[src/rtl/timeout_pkg.sv]
// Shared definitions for the timeout converter.
//   state_t       converter FSM states
//   MACRO_*       fixed-point constants for the macro (MCLK) period
//   NS_PER_US     nanoseconds per microsecond
//   MACRO_PERIOD  macro period in ns for a VCSEL period given in PCLKs
package timeout_pkg;

    typedef enum logic [2:0] {
        ST_IDLE,
        ST_MACRO,
        ST_PREP,
        ST_DIV,
        ST_RESULT,
        ST_ENCODE,
        ST_DONE
    } state_t;

    localparam int unsigned MACRO_MUL_A = 2304;
    localparam int unsigned MACRO_MUL_B = 1655;
    localparam int unsigned MACRO_ROUND = 500;
    localparam int unsigned MACRO_RECIP = 66;
    localparam int unsigned MACRO_SHIFT = 16;
    localparam int unsigned NS_PER_US   = 1000;

    // The intermediate product passes 2^32 at vcsel=18, so work at 64 bits.
    function automatic logic [63:0] MACRO_PERIOD(input logic [7:0] vcsel_period_pclks);
        logic [63:0] prod;
        prod = 64'(vcsel_period_pclks) * 64'(MACRO_MUL_A) * 64'(MACRO_MUL_B);
        prod = (prod + 64'(MACRO_ROUND)) * 64'(MACRO_RECIP);
        return prod >> MACRO_SHIFT;
    endfunction

endpackage

[src/rtl/timeout_converter_seq_divider.sv]
// Restoring radix-2 divider, one quotient bit per cycle, DIV_W iterations.
// start loads the operands; done pulses for one cycle once the quotient and
// remainder are final, and they hold until the next start.
// A zero divisor naturally yields an all-ones quotient.
//   clk, reset (sync, active high), start
//   dividend, divisor  -> quotient, remainder, done
module seq_divider #(
    parameter int DIV_W = 48
) (
    input  logic             clk,
    input  logic             reset,
    input  logic             start,
    input  logic [DIV_W-1:0] dividend,
    input  logic [DIV_W-1:0] divisor,
    output logic [DIV_W-1:0] quotient,
    output logic [DIV_W-1:0] remainder,
    output logic             done
);

    localparam int CNT_W = $clog2(DIV_W + 1);

    logic [DIV_W-1:0] rem_q;
    logic [DIV_W-1:0] quo_q;
    logic [DIV_W-1:0] dsr_q;
    logic [CNT_W-1:0] cnt_q;
    logic [DIV_W:0]   trial;
    logic [DIV_W:0]   diff;

    // Partial remainder stays below the divisor, so trial fits in DIV_W+1 bits
    // and the top bit of diff is the borrow.
    always_comb begin
        trial = {rem_q, quo_q[DIV_W-1]};
        diff  = trial - {1'b0, dsr_q};
    end

    always_ff @(posedge clk) begin
        if (reset) begin
            rem_q <= '0;
            quo_q <= '0;
            dsr_q <= '0;
            cnt_q <= '0;
            done  <= 1'b0;
        end else begin
            done <= 1'b0;
            if (start) begin
                rem_q <= '0;
                quo_q <= dividend;
                dsr_q <= divisor;
                cnt_q <= CNT_W'(DIV_W);
            end else if (cnt_q != '0) begin
                if (!diff[DIV_W]) begin
                    rem_q <= diff[DIV_W-1:0];
                    quo_q <= {quo_q[DIV_W-2:0], 1'b1};
                end else begin
                    rem_q <= trial[DIV_W-1:0];
                    quo_q <= {quo_q[DIV_W-2:0], 1'b0};
                end
                cnt_q <= cnt_q - CNT_W'(1);
                if (cnt_q == CNT_W'(1)) done <= 1'b1;
            end
        end
    end

    assign quotient  = quo_q;
    assign remainder = rem_q;

endmodule

[src/rtl/timeout_converter.sv]
// Bidirectional timeout converter: microseconds <-> macro-clock counts.
//   mode 0: timeout_us_in    -> timeout_mclks_out
//   mode 1: timeout_mclks_in -> timeout_us_out
// Ports: clk, reset (sync, active high), start, mode, vcsel_period_pclks,
//   timeout_us_in, timeout_mclks_in, busy, done, timeout_mclks_out,
//   timeout_us_out, sat, err.
// Optional build macro TIMEOUT_ENCODE_EN adds in_encoded and timeout_reg_enc
// (register-format encode/decode) and one extra cycle of latency.
//
// state     | meaning
// ----------+-------------------------------------------------
// ST_IDLE   | waiting for start, operands latched on accept
// ST_MACRO  | macro period computed and registered
// ST_PREP   | divider loaded with mode-specific operands
// ST_DIV    | waiting for divider done
// ST_RESULT | clip quotient, set sat/err, update active output
// ST_ENCODE | register-format encode of the mclks result
// ST_DONE   | done pulse
module timeout_converter
    import timeout_pkg::*;
#(
    parameter int US_W   = 32,
    parameter int MCLK_W = 16,
    parameter int DIV_W  = 48
) (
    input  logic              clk,
    input  logic              reset,
`ifdef TIMEOUT_ENCODE_EN
    input  logic              in_encoded,
    output logic [15:0]       timeout_reg_enc,
`endif
    input  logic              start,
    input  logic              mode,
    input  logic [7:0]        vcsel_period_pclks,
    input  logic [US_W-1:0]   timeout_us_in,
    input  logic [MCLK_W-1:0] timeout_mclks_in,
    output logic              busy,
    output logic              done,
    output logic [MCLK_W-1:0] timeout_mclks_out,
    output logic [US_W-1:0]   timeout_us_out,
    output logic              sat,
    output logic              err
);

    state_t            state_q, state_d;
    logic              mode_q;
    logic [7:0]        vcsel_q;
    logic [US_W-1:0]   us_q;
    logic [MCLK_W-1:0] mclks_q;
    logic [DIV_W-1:0]  mp_q;
    logic [MCLK_W-1:0] mclks_op;

    logic              div_start, div_done;
    logic [DIV_W-1:0]  div_dividend, div_divisor, div_quotient, div_remainder;
    logic              unused_rem;

    assign unused_rem = ^div_remainder;

`ifdef TIMEOUT_ENCODE_EN
    // Register format only describes MCLK_W-bit counts; larger encodings clip.
    logic [MCLK_W+7:0] dec_wide;
    logic [MCLK_W-1:0] dec_val;
    logic [MCLK_W-1:0] enc_v;
    logic [7:0]        enc_ms;
    logic [7:0]        enc_ls;
    logic [15:0]       enc_value;

    always_comb begin
        dec_wide = (MCLK_W+8)'(timeout_mclks_in[7:0]) << timeout_mclks_in[15:8];
        if (timeout_mclks_in[15:8] >= 8'(MCLK_W) || |dec_wide[MCLK_W+7:MCLK_W])
            dec_val = '1;
        else
            dec_val = dec_wide[MCLK_W-1:0] + MCLK_W'(1);
        mclks_op = (mode && in_encoded) ? dec_val : timeout_mclks_in;
    end

    // Highest set bit above bit 7 sets the exponent so the mantissa fits 8 bits.
    always_comb begin
        enc_v  = timeout_mclks_out - MCLK_W'(1);
        enc_ms = '0;
        for (int i = 8; i < MCLK_W; i++) begin
            if (enc_v[i]) enc_ms = 8'(i - 7);
        end
        enc_ls    = 8'(enc_v >> enc_ms);
        enc_value = (timeout_mclks_out == '0) ? 16'h0000 : {enc_ms, enc_ls};
    end
`else
    assign mclks_op = timeout_mclks_in;
`endif

    always_comb begin
        if (!mode_q) begin
            div_dividend = DIV_W'(us_q) * DIV_W'(NS_PER_US) + (mp_q >> 1);
            div_divisor  = mp_q;
        end else begin
            div_dividend = DIV_W'(mclks_q) * mp_q + DIV_W'(NS_PER_US / 2);
            div_divisor  = DIV_W'(NS_PER_US);
        end
    end

    seq_divider #(.DIV_W(DIV_W)) u_div (
        .clk       (clk),
        .reset     (reset),
        .start     (div_start),
        .dividend  (div_dividend),
        .divisor   (div_divisor),
        .quotient  (div_quotient),
        .remainder (div_remainder),
        .done      (div_done)
    );

    always_comb begin
        state_d   = state_q;
        div_start = 1'b0;
        case (state_q)
            ST_IDLE:   if (start) state_d = ST_MACRO;
            ST_MACRO:  state_d = ST_PREP;
            ST_PREP: begin
                div_start = 1'b1;
                state_d   = ST_DIV;
            end
            ST_DIV:    if (div_done) state_d = ST_RESULT;
`ifdef TIMEOUT_ENCODE_EN
            ST_RESULT: state_d = ST_ENCODE;
            ST_ENCODE: state_d = ST_DONE;
`else
            ST_RESULT: state_d = ST_DONE;
`endif
            ST_DONE:   state_d = ST_IDLE;
            default:   state_d = ST_IDLE;
        endcase
    end

    assign busy = (state_q != ST_IDLE);
    assign done = (state_q == ST_DONE);

    always_ff @(posedge clk) begin
        if (reset) begin
            state_q           <= ST_IDLE;
            mode_q            <= 1'b0;
            vcsel_q           <= '0;
            us_q              <= '0;
            mclks_q           <= '0;
            mp_q              <= '0;
            timeout_mclks_out <= '0;
            timeout_us_out    <= '0;
            sat               <= 1'b0;
            err               <= 1'b0;
`ifdef TIMEOUT_ENCODE_EN
            timeout_reg_enc   <= '0;
`endif
        end else begin
            state_q <= state_d;
            if (state_q == ST_IDLE && start) begin
                mode_q  <= mode;
                vcsel_q <= vcsel_period_pclks;
                us_q    <= timeout_us_in;
                mclks_q <= mclks_op;
                sat     <= 1'b0;
                err     <= 1'b0;
            end
            if (state_q == ST_MACRO) mp_q <= DIV_W'(MACRO_PERIOD(vcsel_q));
            if (state_q == ST_RESULT) begin
                if (!mode_q) begin
                    if (mp_q == '0) begin
                        err               <= 1'b1;
                        timeout_mclks_out <= '1;
                    end else if (|div_quotient[DIV_W-1:MCLK_W]) begin
                        sat               <= 1'b1;
                        timeout_mclks_out <= '1;
                    end else begin
                        timeout_mclks_out <= div_quotient[MCLK_W-1:0];
                    end
                end else begin
                    if (|div_quotient[DIV_W-1:US_W]) begin
                        sat            <= 1'b1;
                        timeout_us_out <= '1;
                    end else begin
                        timeout_us_out <= div_quotient[US_W-1:0];
                    end
                end
            end
`ifdef TIMEOUT_ENCODE_EN
            if (state_q == ST_ENCODE && !mode_q) timeout_reg_enc <= enc_value;
`endif
        end
    end

endmodule

[config.mk]
export PLATFORM = sky130hd
export DESIGN_NAME = timeout_converter
export DESIGN_NICKNAME = d
export VERILOG_FILES = /design/src/rtl/timeout_pkg.sv /design/src/rtl/timeout_converter_seq_divider.sv /design/src/rtl/timeout_converter.sv
export SDC_FILE = /design/constraint.sdc
export NUM_CORES = 2
export LEC_CHECK = 0
export ABC_AREA = 1
export CAP_MARGIN = 20
export CORE_UTILIZATION = 60
export CTS_BUF_LIST = sky130_fd_sc_hd__clkbuf_4 sky130_fd_sc_hd__clkbuf_8 sky130_fd_sc_hd__clkbuf_16
export CTS_CLUSTER_DIAMETER = 50
export CTS_CLUSTER_SIZE = 8
export DETAILED_ROUTE_END_ITERATION = 8
export PLACE_DENSITY = 0.86
export SYNTH_ARGS = -nofsm -noshare
export SYNTH_HDL_FRONTEND = slang
export SYNTH_SLANG_ARGS = --single-unit
export TNS_END_PERCENT = 100
[constraint.sdc]
create_clock -name clk -period 10.69 [get_ports clk]
set_input_delay 2.138 -clock clk [delete_from_list [all_inputs] [get_ports clk]]
set_output_delay 2.138 -clock clk [all_outputs]
set_load 0.05 [all_outputs]
# Word-level counts from Yosys, hierarchy flattened
# Cells that the tools add are included.
# totals
out_inout_bits,52
word_cells,75
ff_bits,309
# op_classes
n_addsub,5
reduce_logical,13
mux,26
mul,5
bitwise,2
eq_ne,8
# op_table
cell,count
two-way mux 48 bit,5
subtractor 49 x 48 -> 49 bit,1
adder 42 x 47 -> 48 bit,1
"adder 48 x 9 -> 48 bit, second input constant",1
logical NOT 48 bit,1
multiplier 16 x 48 -> 48 bit,1
"multiplier 32 x 7 -> 39 bit, second input constant",1
"multiplier 32 x 6 -> 38 bit, second input constant",1
"adder 31 x 9 -> 32 bit, second input constant",1
two-way mux 16 bit,2
two-way mux 32 bit,1
OR reduction 32 bit,1
"multiplier 12 x 11 -> 23 bit, second input constant",1
OR reduction 16 bit,1
case mux 3 bit (5 select lines),1
two-way mux 1 bit,13
"multiplier 8 x 4 -> 12 bit, second input constant",1
two-way mux 6 bit,2
"equality test 3 x 2 -> 1 bit, second input constant",2
"equality test 3 bit, second input constant",2
"equality test 6 x 1 -> 1 bit, second input constant",1
two-way mux 3 bit,2
AND reduction 2 bit,3
nonzero test 6 bit,1
11 further kinds,12

# Depth between registers and ports, before layout
# logic_depth
depth_word,7
depth_mapped,47
depth_no_buf,47

# By module
# A second synthesis with hierarchy kept.
# hier_totals
cells_unflattened,6169
area_unflattened_um2,42321.8
# by_module_without_submodules
module,seq_area_each_um2,area_each_um2,instances,cells_per_inst
timeout_converter,2662.6,31920.6,1,4419
seq_divider,3022.9,10401.2,1,1750

# Worst setup path after synthesis
# No wires, ideal clock.
# synth_path
path_type,reg-to-reg
start,reg vcsel_q[1]
end,reg mp_q[21]
path_buffers,0
setup_ps,68
arrival_time_ps,8270
path_stages_with_launch,40
slack_ps,2352
cell_sequence,dfxtp_1 ha_1 ha_1 fa_1 nand3_1 nand2_1 nand2_1 a21oi_1 xor2_1 inv_1 ha_1 inv_1 fa_1 inv_1 fa_1 fa_1 inv_1 fa_1 [... 4 more ...] a21oi_1 o21ai_2 xor2_2 inv_1 nor3_4 xor2_1 inv_1 ha_1 ha_1 ha_1 inv_1 nor4_1 nand2_1 o2111ai_1 nor2_1 a21oi_2 nand3_1 a21oi_2
# synth_between
elab_chain_len,4
# synth_lines
element,line,text
"start, declared",timeout_converter.sv:47,logic [7:0] vcsel_q;
"start signal, assigned",timeout_converter.sv:156,vcsel_q <= vcsel_period_pclks;
multiplier 8 x 4 -> 12 bit,timeout_pkg.sv:28,prod = 64'(vcsel_period_pclks) * 64'(MACRO_MUL_A) * 64'(MACRO_MUL_B);
multiplier 12 x 11 -> 23 bit,timeout_pkg.sv:28,
adder 31 x 9 -> 32 bit,timeout_pkg.sv:29,prod = (prod + 64'(MACRO_ROUND)) * 64'(MACRO_RECIP);
multiplier 32 x 6 -> 38 bit,timeout_pkg.sv:29,
"end signal, assigned",timeout_converter.sv:162,if (state_q == ST_MACRO) mp_q <= DIV_W'(MACRO_PERIOD(vcsel_q));
"end, declared",timeout_converter.sv:50,logic [DIV_W-1:0] mp_q;
# Every way passes these cells.
# A chain may end at the register's enable or synchronous reset.

# Worst setup path in the final report
# Ends and elaborated chain as after synthesis.

==> metrics.txt <==
outcome complete, no violations; GRT overflow 0; Clock Path Buffers 3; DP Wirelength 87.4 mm; cts bufs inserted 48; Clock Sinks 259; Reg area 0.00518 mm²; met3 routed WL 10.6 mm; drt wl/cell 17.6 µm; Seq/Total Area, Yosys 0.133; dpl cells 6,205; RSZ-0062 raised after global routing no; max-slew violation count 0; DIE AREA 0.0658 mm²; Buf/Inv on CP 8; Synth Register Bits 259; fillers 5,360; Period minus WS final 9.35 ns; Hold WC Path Type reg2reg; Final Hold Fails 0; critical path class reg2reg; Synth cell types 60; Final ANT Viol Nets 0; vias in the first global route 36,162; drt total wl 111 mm; Ys Warns 0; period utilization 0.874; CP Max Fanout 6; CTS tree yes; worst slew pin tran 1.19 ns; Clock Skews 0.0324 ns; required time worst endpoint 11.22 ns; layout net count 6,351; relative slew slack 0.204; I/O Pins 112; CP top delay family adder cells; GRT Total Usage 0.342; Clock transition at path regs 0.05 ns; Mapped Area 0.0389 mm²; routed length on met2 51.0 mm; setup bufs post-CTS 0; clock network latency to the later pin of the worst-skew pair 0.62 ns; post-cts sizing count 0; initial antenna violation count 3; largest net degree at the start of global routing 111; DR top layer met5; CP startpoint kind register; Synth async-reset ratio 0; Yosys top cell area share 0.243; total number of vias 35,486; Residual DRC 0; First DRT Iteration DRCs 3,419; first-pass GRT wire length 182 mm; H-tree depth 2; Starting Density 0.612; layout cells sized above 1 0.0423; # port buffers 111; WL met1 45.2 mm; Avg Cell Area, Syn 7.22 µm²; Vias/cell 5.65; slowest CP cell fa_1; synth top area cells fa_1, dfxtp_1, ha_1; drt pass-1 iters 6; FP Rows 92; prevailing post-synth register cell dfxtp_1; TNS Setup 0 ns; critical path data arrival time 9.88 ns; footprint of the multi-input gates 0.0283 mm²; die extent in x 256 µm; Core Region 0.0635 mm²; die span in y 256 µm; clk root buf clkbuf_16; Synth-to-Final Area Change 8.76%; Syn Inst Count 5,384; Worst path most repeated cell inv_1; Max Freq 107 MHz; final setup vio count 0; Post-synth EDFFs 0; slowest stage delay, CP 0.50 ns; max_cap viols 0; CP endpoint kind register; final std cells w/o fill 6,281; syn_nets 6,323; Yosys top cell by area fa_1; hold buffers post-CTS 0; Placer Congestion 0.997
## sequential cells by signal (all words and copies together), names as in the netlist
signal             count
mode_q                 1
timeout_mclks_out     16
sat                    1
vcsel_q                8
u_div.dsr_q           23
u_div.done             1
u_div.remainder       48
us_q                  32
err                    1
mp_q                  23
u_div.cnt_q            6
mclks_q               16
timeout_us_out        32
u_div.quotient        48
state_q                3
## cell usage in the layout, fill, tap and decap left out, types with 38 or more instances in the layout
master	Yosys	final
dfxtp_1	259	259
nand3_1	217	216
ha_1	407	407
a31oi_1	38	38
nor2_1	317	315
xor2_1	83	83
clkdlybuf4s50_1	0	110
buf_4	3	43
o21ai_0	294	294
fa_1	472	472
o211ai_1	57	57
a21oi_1	323	323
clkbuf_16	0	48
nand2_1	1142	1142
inv_1	1224	1223
## stage by stage
stage	utilization	hold WS, ns	cell area [µm²]	worst slack [ns]
after CTS	0.664	0.460	42200	1.32
after global routing	0.665	0.478	42300	0.470
final	0.665	0.461	42300	1.34
after floorplan	-	0.426	38900	2.35
after detailed placement	0.640	0.451	40600	1.38
after global placement	0.640	0.441	40600	1.57
## worst min-delay path: cells and delay by family, from the launching register on
kind,cells,cell delay [ns]
and+or+nand+nor,2,0.10
DFF,1,0.31
## kinds of logic after synthesis
| logic type | count (synthesis) | synth area share |
|---|---|---|
| AND/OR/NAND/NOR | 1849 | 0.199 |
| buffers and inverters | 1415 | 0.138 |
| adder cells (fa/ha/maj) | 879 | 0.374 |
| AO/OA/AOI/OAI | 866 | 0.127 |
| flip-flops | 259 | 0.133 |
| XOR/XNOR | 116 | 0.0276 |
## path summary, 6_finish.rpt
check / startpoint / endpoint / slack [ns] / cells after the start
worst max-delay path: vcsel_q[1] / mp_q[21] / 1.34 / 39
worst min-delay path: u_div.quotient[32] / u_div.quotient[32] / 0.46 / 2
worst max register to register: vcsel_q[1] / mp_q[21] / 1.34 / 39
worst min register to register: u_div.quotient[32] / u_div.quotient[32] / 0.46 / 2
## synth_stat cells, types with 38 or more instances
master,number
dfxtp_1,259
ha_1,407
inv_1,1224
a31oi_1,38
nand2_1,1142
nor2_1,317
nand3_1,217
fa_1,472
a21oi_1,323
o211ai_1,57
xor2_1,83
clkbuf_1,159
o21ai_0,294
## layout make-up
| class | instances | area share |
|---|---|---|
| Tap cell | 846 | 0.0250 |
| Multi-Input combinational cell | 3710 | 0.670 |
| Clock buffer | 54 | 0.0301 |
| Sequential cell | 259 | 0.123 |
| Clock inverter | 18 | 0.00622 |
| Timing Repair Buffer | 157 | 0.0358 |
| Inverter | 1236 | 0.110 |
| Antenna cell | 1 | 0.0000592 |
## metal layers
layer | vias up | track usage
met3 | 315 | 0.0677
met1 | 16821 | 0.446
met2 | 1544 | 0.566
met4 | 4 | 0.116
met5 | - | 0
li1 | 16802 | -
Power is left out: the tool's default activity adds up to more than one toggle a clock period on the data nets, which glitch-free logic cannot reach.
